**config.mk**
```make
export PLATFORM = sky130hd
export DESIGN_NAME = poly_eval_engine
export DESIGN_NICKNAME = d
export VERILOG_FILES = /design/src/rtl/poly_eval_engine.sv
export SDC_FILE = /design/constraint.sdc
export NUM_CORES = 1
export LEC_CHECK = 0
export BUFFER_PORTS_ARGS = -buffer_cell sky130_fd_sc_hd__buf_2
export CAP_MARGIN = 20
export CORE_MARGIN = 2
export CORE_UTILIZATION = 60
export CTS_CLUSTER_SIZE = 40
export DETAILED_ROUTE_END_ITERATION = 16
export GPL_TIMING_DRIVEN = 0
export HOLD_SLACK_MARGIN = 0.1
export PLACE_DENSITY = 0.86
export SLEW_MARGIN = 10
export SYNTH_ARGS = -nofsm -noshare
export SYNTH_HDL_FRONTEND = slang
export SYNTH_SLANG_ARGS = --single-unit
```
**constraint.sdc**
```tcl
create_clock -name clk -period 11.3 [get_ports clk]
set_input_delay 1.13 -clock clk [delete_from_list [all_inputs] [get_ports clk]]
set_output_delay 1.13 -clock clk [all_outputs]
set_load 0.005 [all_outputs]
```
**src/rtl/poly_eval_engine.sv**
```systemverilog
// Horner-method polynomial evaluator with one multiply-accumulate per cycle.
// Coefficients are writable in IDLE; results are clamped or wrapped to DATA_WIDTH.
module poly_eval_engine #(
    parameter int                                 DATA_WIDTH = 16,
    parameter int                                 DEGREE     = 2,
    parameter logic [(DEGREE+1)*DATA_WIDTH-1:0]   COEF_INIT  = {16'sd2, 16'sd4, 16'sd6},
    parameter bit                                 SATURATE   = 1'b1
) (
    input  logic                          clk,
    input  logic                          rst,
    input  logic [DATA_WIDTH-1:0]         x,
    input  logic                          in_valid,
    output logic                          in_ready,
    output logic [DATA_WIDTH-1:0]         y,
    output logic                          out_valid,
    input  logic                          out_ready,
    output logic                          overflow,
    input  logic                          coef_we,
    input  logic [$clog2(DEGREE+1)-1:0]   coef_addr,
    input  logic [DATA_WIDTH-1:0]         coef_wdata,
    output logic [1:0]                    state
);

    typedef enum logic [1:0] {
        IDLE = 2'd0,
        LOAD = 2'd1,
        CALC = 2'd2,
        DONE = 2'd3
    } state_t;

    localparam int CW = $clog2(DEGREE+1);
    localparam int PW = 2*DATA_WIDTH;
    localparam int SW = 2*DATA_WIDTH + 1;

    localparam logic signed [SW-1:0] SUM_MAX = {{(DATA_WIDTH+2){1'b0}}, {(DATA_WIDTH-1){1'b1}}};
    localparam logic signed [SW-1:0] SUM_MIN = {{(DATA_WIDTH+2){1'b1}}, {(DATA_WIDTH-1){1'b0}}};
    localparam logic [DATA_WIDTH-1:0] OUT_MAX = {1'b0, {(DATA_WIDTH-1){1'b1}}};
    localparam logic [DATA_WIDTH-1:0] OUT_MIN = {1'b1, {(DATA_WIDTH-1){1'b0}}};

    state_t                        state_r;
    logic signed [DATA_WIDTH-1:0]  coef [DEGREE+1];
    logic signed [DATA_WIDTH-1:0]  x_r;
    logic signed [DATA_WIDTH-1:0]  acc;
    logic [CW-1:0]                 idx;
    logic [DATA_WIDTH-1:0]         y_r;
    logic                          ovf_r;

    logic signed [PW-1:0]          prod;
    logic signed [SW-1:0]          sum;
    logic signed [DATA_WIDTH-1:0]  coef_sel;
    logic                          sum_hi;
    logic                          sum_lo;
    logic [DATA_WIDTH-1:0]         acc_next;

    // Full-width signed product plus sign-extended coefficient, then clamp or wrap.
    always_comb begin
        coef_sel = coef[idx];
        prod     = $signed({{DATA_WIDTH{acc[DATA_WIDTH-1]}}, acc})
                 * $signed({{DATA_WIDTH{x_r[DATA_WIDTH-1]}}, x_r});
        sum      = $signed({prod[PW-1], prod})
                 + $signed({{(DATA_WIDTH+1){coef_sel[DATA_WIDTH-1]}}, coef_sel});
        sum_hi   = (sum > SUM_MAX);
        sum_lo   = (sum < SUM_MIN);
        acc_next = sum[DATA_WIDTH-1:0];
        if (SATURATE && sum_hi) begin
            acc_next = OUT_MAX;
        end else if (SATURATE && sum_lo) begin
            acc_next = OUT_MIN;
        end
    end

    always_ff @(posedge clk or posedge rst) begin
        if (rst) begin
            state_r <= IDLE;
            x_r     <= '0;
            acc     <= '0;
            idx     <= '0;
            y_r     <= '0;
            ovf_r   <= 1'b0;
            for (int unsigned i = 0; i <= DEGREE; i++) begin
                coef[i] <= COEF_INIT[i*DATA_WIDTH +: DATA_WIDTH];
            end
        end else begin
            case (state_r)
                IDLE: begin
                    // A write on the accepting edge is visible to the new transaction.
                    if (coef_we && (int'(coef_addr) <= DEGREE)) begin
                        coef[coef_addr] <= coef_wdata;
                    end
                    if (in_valid) begin
                        x_r     <= x;
                        ovf_r   <= 1'b0;
                        state_r <= LOAD;
                    end
                end
                LOAD: begin
                    acc     <= coef[DEGREE];
                    idx     <= CW'(DEGREE-1);
                    state_r <= CALC;
                end
                CALC: begin
                    acc   <= acc_next;
                    ovf_r <= ovf_r | sum_hi | sum_lo;
                    if (idx == '0) begin
                        y_r     <= acc_next;
                        state_r <= DONE;
                    end else begin
                        idx <= idx - CW'(1);
                    end
                end
                DONE: begin
                    if (out_ready) begin
                        state_r <= IDLE;
                    end
                end
                default: state_r <= IDLE;
            endcase
        end
    end

    assign in_ready  = (state_r == IDLE);
    assign out_valid = (state_r == DONE);
    assign y         = y_r;
    assign overflow  = ovf_r;
    assign state     = state_r;

endmodule

```
# Word level (Yosys, flattened, before mapping)
# Cells that the tools add are included.
dict set report word_totals {
  regBits 101
  inputBits 39
  out_inout_bits 21
}
dict set report op_classes {
  n_addsub 2
  multipliers 1
  n_lt_le_gt_ge 6
  eq_ne 7
  n_mux 17
  bitwise 4
  n_reduce_logical 12
}
# cell n
set ops {}
lappend ops {{16-bit two-way mux} 5}
lappend ops {{48-bit bitwise mux} 1}
lappend ops {{32-bit by 16-bit adder with 33-bit output} 1}
lappend ops {{33-bit by 16-bit > comparator with 1-bit output (second input constant)} 1}
lappend ops {{33-bit by 16-bit less-than comparator with 1-bit output (second input constant)} 1}
lappend ops {{16-bit binary-select mux with 2-bit select} 1}
lappend ops {{16-bit demux with 2-bit select} 1}
lappend ops {{16-bit by 16-bit multiplier with 32-bit output} 1}
lappend ops {{16-bit case mux with 2 select lines} 1}
lappend ops {{2-bit AND reduction} 5}
lappend ops {{2-bit two-way mux} 4}
lappend ops {{2-bit case mux with 4 select lines} 1}
lappend ops {{3-bit greater-or-equal comparator (second input constant)} 2}
lappend ops {{2-bit inequality test (second input constant)} 3}
lappend ops {{2-bit inverter with 3-bit output} 2}
lappend ops {{2-bit == test (second input constant)} 2}
lappend ops {{2-bit logical NOT} 2}
lappend ops {{2-bit case mux with 2 select lines} 1}
lappend ops {{2-bit nonzero test} 2}
lappend ops {{3-bit by 1-bit less-than comparator with 1-bit output (second input constant)} 1}
lappend ops {{3-bit AND reduction} 1}
lappend ops {{2-bit by 1-bit == test with 1-bit output (second input constant)} 1}
lappend ops {{2-bit less-or-equal comparator (second input constant)} 1}
lappend ops {{1-bit logical AND} 2}
lappend ops {{5 further kinds} 6}

# Depth between registers and ports, before layout
dict set report depth {
  word_depth 9
  ltp_mapped 27
}

# Least setup slack after synthesis
# OpenSTA, ideal clock, no wires.
dict set report synth_timing {
  path_kind {flip-flop to flip-flop}
  startpoint {register acc[15]}
  endpoint {register acc[1]}
  t_arrival_ps 6640
  path_slack_ps 4534
  stages_incl_launch_ff 25
  n_path_buf 3
  period_less_slack_ps 6766
  path_cell_list {dfrtp_1 > clkbuf_1 > nand2_1 > inv_1 > fa_1 > inv_1 > fa_1 > inv_1 > fa_1 > fa_1 > fa_1 > fa_1 > ha_1 > buf_2 > a21oi_1 > o22ai_1 > o41a_1 > or3b_1 > nand4_1 > nand4_1 > and4b_1 > a31oi_4 > buf_4 > nor2_1 > o31ai_1}
}
dict set report synth_via {
  elab_chain_cells 6
}
# item line_no
set synth_rtl {}
lappend synth_rtl {{from (decl)} 43} ;# logic signed [DATA_WIDTH-1:0] acc;
lappend synth_rtl {{from (signal assigned)} 97} ;# acc <= coef[DEGREE];
lappend synth_rtl {{from (signal assigned)} 102} ;# acc <= acc_next;
lappend synth_rtl {{16-bit by 16-bit multiplier with 32-bit output (*)} 59} ;# * $signed({{DATA_WIDTH{x_r[DATA_WIDTH-1]}}, x_r});
lappend synth_rtl {{32-bit by 16-bit adder with 33-bit output (*)} 61} ;# + $signed({{(DATA_WIDTH+1){coef_sel[DATA_WIDTH-1]}}, coef_sel});
lappend synth_rtl {{33-bit by 16-bit less-than comparator with 1-bit output} 63} ;# sum_lo = (sum < SUM_MIN);
lappend synth_rtl {{16-bit two-way mux} 67} ;# end else if (SATURATE && sum_lo) begin
lappend synth_rtl {{16-bit two-way mux (*)} 65} ;# if (SATURATE && sum_hi) begin
lappend synth_rtl {{16-bit case mux with 2 select lines (*)} 84} ;# case (state_r)
# Mark *: on every way between the ends. The rest lies on a longest branch, timed or not.
# A chain may end at the register's enable or synchronous reset.

# Worst setup path in the final report
dict set report layout_timing {
  startpoint {register idx[1]}
  endpoint {register acc[1]}
}
dict set report layout_via {
  elab_chain_cells 9
}
# item line_no
set layout_rtl {}
lappend layout_rtl {{from (decl)} 44} ;# logic [CW-1:0] idx;
lappend layout_rtl {{from (signal assigned)} 98} ;# idx <= CW'(DEGREE-1);
lappend layout_rtl {{from (signal assigned)} 108} ;# idx <= idx - CW'(1);
lappend layout_rtl {{2-bit inverter with 3-bit output (not written as such) (*)} 57} ;# coef_sel = coef[idx];
lappend layout_rtl {{16-bit binary-select mux with 2-bit select (*)} 57}
lappend layout_rtl {{16-bit two-way mux (not written as such) (*) (2 in series)} 57}
lappend layout_rtl {{32-bit by 16-bit adder with 33-bit output (*)} 61}
lappend layout_rtl {{33-bit by 16-bit less-than comparator with 1-bit output} 63}
lappend layout_rtl {{16-bit two-way mux} 67}
lappend layout_rtl {{16-bit two-way mux (*)} 65}
lappend layout_rtl {{16-bit case mux with 2 select lines (*)} 84}
# Mark *: on every way between the ends. The rest lies on a longest branch, timed or not. The select of a mux whose other input is x is not followed.

==> impl_results.md <==
- Number of nets in the layout: 2069
- Accumulated negative setup slack: 0 ns
- Die ar.: 27000 µm²
- Tmin final: 8.41 ns
- Clock slew at reported path FFs: 0.09 ns
- Critical Path End Type: flop
- Max stage delay on crit path: 1.08 ns
- CTS tree: yes
- Setup slack, reg-to-reg: 2.89 ns
- Cell chain of the critical path: clkbuf_1, nor2_1, a21oi_1, inv_1, ha_1, fa_1, fa_1, fa_1, inv_1, fa_1, inv_1, ha_1, clkbuf_1, a21oi_1, o21ai_0, a31oi_1, nand2_1, o311ai_1, nand4_1, and4b_1, a31oi_4, buf_4, nor2_1, o31ai_1
- Transition time of the tightest slew-check pin: 0.932 ns
- Most common cell in the netlist: sky130_fd_sc_hd__inv_1
- Clk Latency, worst-skew pair: 0.38 ns
- Number of iterations in the first detailed-routing pass: 6
- DRC violations left: 0
- Number of flip-flops and latches in the synthesized netlist: 101
- Biggest area contributors in the synthesized netlist: sky130_fd_sc_hd__fa_1 (37%), sky130_fd_sc_hd__dfrtp_1 (16%), sky130_fd_sc_hd__ha_1 (7.2%)
- Aggregate routed wire length: 40200 µm
- Data required time of the critical path: 11.55 ns
- Dominant cell type by count on the critical path: sky130_fd_sc_hd__fa_1
- Critical path class: flop to flop
- Largest driver fanout on the critical path: 12
- WHS Path Cells: 2
- Core Rows: 58
- R2R Path Start: idx[1]
- Library cell used as clock root buffer: sky130_fd_sc_hd__clkbuf_16
- Dpl ws: 3.15 ns
- Maximum root-to-sink buffer count: 2
- Cell family with most CP delay: adder cells
- Post-Syn Nets: 1997
- Number of setup buffers added after CTS: 0
- Final setup margin: 2.89 ns
- Synth cell count leaders: sky130_fd_sc_hd__inv_1 (291), sky130_fd_sc_hd__fa_1 (286), sky130_fd_sc_hd__nand2_1 (187)
- Count of unique library cells instantiated by Yosys: 70
- Aggregate global-route resource usage: 0.322
- Num ports: 60
- Portion of synthesized cell area occupied by the leading cell type: 0.371
- Critical R2R Capture: acc[1]
- Drt wl/cell: 20.2 µm
- Initial antenna violation count: 1
- Final number of hold-violating endpoints: 0
- Estimated wirelength of the detail-placed design: 32300 µm
- Final Slew Violations: 0
- Hold bufs inserted after CTS: 0
- Rel. slew slack: 0.379
- Hold Path Origin: y[3]
- Clock sink count: 101
- Gr ovfl total: 0
- Total of fill cells in the finished design: 1870
- Fraction of final layout cells sized beyond drive strength 1: 0.111
- Overall die height: 164 µm
- Post-DR vias/cell: 5.93
- Synth Cell Area: 15400 µm²
- Proportion of synthesized chip area in sequential cells: 0.164
- Final setup violating endpoints: 0
- Worst hold-check path type: flop to flop
- Max Fclk: 119 MHz
- Total placed instance area: 16200 µm²
- Data arrival, critical path: 8.66 ns
- Fin area: 16500 µm²
- Count of input and output buffers: 59
- Number of clock buffers inserted by TritonCTS: 9
- Slowest cell on the critical path: sky130_fd_sc_hd__fa_1
- Die span in x: 164 µm
- Core area: 25200 µm²
- Critical Path Start Type: flop
- Pin count of the biggest net entering global routing: 66
- Number of vias after detailed routing: 11814
- Worst Clk Skew: 0.0140 ns
- Number of standard cells after synthesis: 1583
- Average instance area after synthesis: 9.74 µm²
- Largest area contributor in the netlist: sky130_fd_sc_hd__fa_1
- Worst Hold Slack: 0.480 ns
- Hold path endpoint: y[3]
- Number of cells upsized or downsized after cts: 0
- Via count of the first global-routing pass: 12569
- Number of warning messages in the yosys log: 0
- Register-to-Register Path Depth: 24
- Final Cycle Share: 0.744
- Max-capacitance violation count: 0
- Weighted congestion at the end of routability-driven global placement: 0.949
- Result of the run: complete, no violations
- Number of enable flip-flop cells after synthesis: 0
- Proportion of register bits with asynchronous set or reset after synthesis: 1.00
- Initial detailed-routing violation count: 1292
- Starting density of the core: 0.612
- H-tree levels: 3
- Synth-to-Final Area Change: 6.85%
- Unrepaired setup endpoints after global routing: no
- Antenna violation net count after detailed routing: 0
- Dominant register cell in the synthesized netlist: sky130_fd_sc_hd__dfrtp_1
- Buffer and inverter count on the worst path: 6
- Wire length of the first global-routing pass: 66500 µm
## registers in the layout (all words and copies together) (netlist names)
signal / count
coef: 48
acc: 16
state: 2
x_r: 16
idx: 2
overflow: 1
y: 16
## routing by layer
layer | global-route usage | part of all wire | up-vias
li1 | - | - | 5104
met1 | 0.432 | 0.38 | 5899
met2 | 0.514 | 0.48 | 675
met3 | 0.0755 | 0.10 | 136
met4 | 0.122 | 0.040 | 0
met5 | 0 | 0 | -
## worst max-delay path by stage
stage	startpoint	end	slack, ns	depth (start not counted)
floorplan	acc[15]	acc[1]	4.53	24
global placement	idx[1]	acc[13]	3.23	23
detailed placement	idx[1]	acc[13]	3.15	23
CTS	idx[1]	acc[1]	3.07	24
global route	idx[1]	acc[1]	2.40	24
finish	idx[1]	acc[1]	2.89	24
## cell families (layout without fill, tap and decap cells)
family                     after synthesis  in the layout  share of synthesized area
and+or+nand+nor                        447            447                      0.145
other                                    0              1                          0
muxes                                   81             81                     0.0578
adders and majority gates              375            375                      0.444
buffers and inverters                  357            434                     0.0894
AOI/OAI and AO/OA                      192            192                     0.0827
xor gates and xnor gates                30             30                     0.0170
DFF                                    101            101                      0.164
## layout by cell type, fill, tap and decap left out, types with 5 or more instances in the layout
| master | count |
|---|---|
| sky130_fd_sc_hd__a211oi_1 | 5 |
| sky130_fd_sc_hd__a21o_1 | 12 |
| sky130_fd_sc_hd__a21oi_1 | 53 |
| sky130_fd_sc_hd__and2_1 | 128 |
| sky130_fd_sc_hd__and3_1 | 7 |
| sky130_fd_sc_hd__buf_2 | 69 |
| sky130_fd_sc_hd__buf_4 | 5 |
| sky130_fd_sc_hd__clkbuf_1 | 50 |
| sky130_fd_sc_hd__clkbuf_16 | 9 |
| sky130_fd_sc_hd__dfrtp_1 | 97 |
| sky130_fd_sc_hd__fa_1 | 286 |
| sky130_fd_sc_hd__ha_1 | 89 |
| sky130_fd_sc_hd__inv_1 | 290 |
| sky130_fd_sc_hd__mux2_2 | 64 |
| sky130_fd_sc_hd__mux2i_1 | 17 |
| sky130_fd_sc_hd__nand2_1 | 187 |
| sky130_fd_sc_hd__nand2b_1 | 18 |
| sky130_fd_sc_hd__nand3_1 | 7 |
| sky130_fd_sc_hd__nand4_1 | 13 |
| sky130_fd_sc_hd__nor2_1 | 45 |
| sky130_fd_sc_hd__nor2b_1 | 10 |
| sky130_fd_sc_hd__nor3_1 | 9 |
| sky130_fd_sc_hd__nor4_1 | 5 |
| sky130_fd_sc_hd__o211ai_1 | 5 |
| sky130_fd_sc_hd__o21ai_0 | 45 |
| sky130_fd_sc_hd__o21ai_1 | 6 |
| sky130_fd_sc_hd__o21ai_2 | 10 |
| sky130_fd_sc_hd__o22ai_1 | 10 |
| sky130_fd_sc_hd__o31ai_1 | 7 |
| sky130_fd_sc_hd__or3_1 | 5 |
| sky130_fd_sc_hd__xnor2_1 | 21 |
| sky130_fd_sc_hd__xor2_1 | 9 |
## cell type report
cell class	count	area, µm²	share of cell area
antenna	1	2.50	0.000152
buffer	66	285	0.0173
clock buffer	9	225	0.0137
clock inverter	7	85.1	0.00517
inverter	291	1090	0.0665
multi-input combinational	1125	11500	0.698
sequential	101	2530	0.154
tap	330	413	0.0251
timing repair buffer	61	328	0.0199
## tightest hold or removal path, cell delays in order (launching register included)
cell and delay, ns:
sky130_fd_sc_hd__dfrtp_1 0.35, sky130_fd_sc_hd__nand2_1 0.06, sky130_fd_sc_hd__o21ai_2 0.05
## through the flow
step	util	cells
after global routing	0.654	1990
final	0.654	1991
after detailed placement	0.641	1973
after global placement	0.640	1972
after CTS	0.654	1989
after floorplan	-	1583
Power is left out: the tool's default activity adds up to more than one toggle a clock period on the data nets, which glitch-free logic cannot reach.
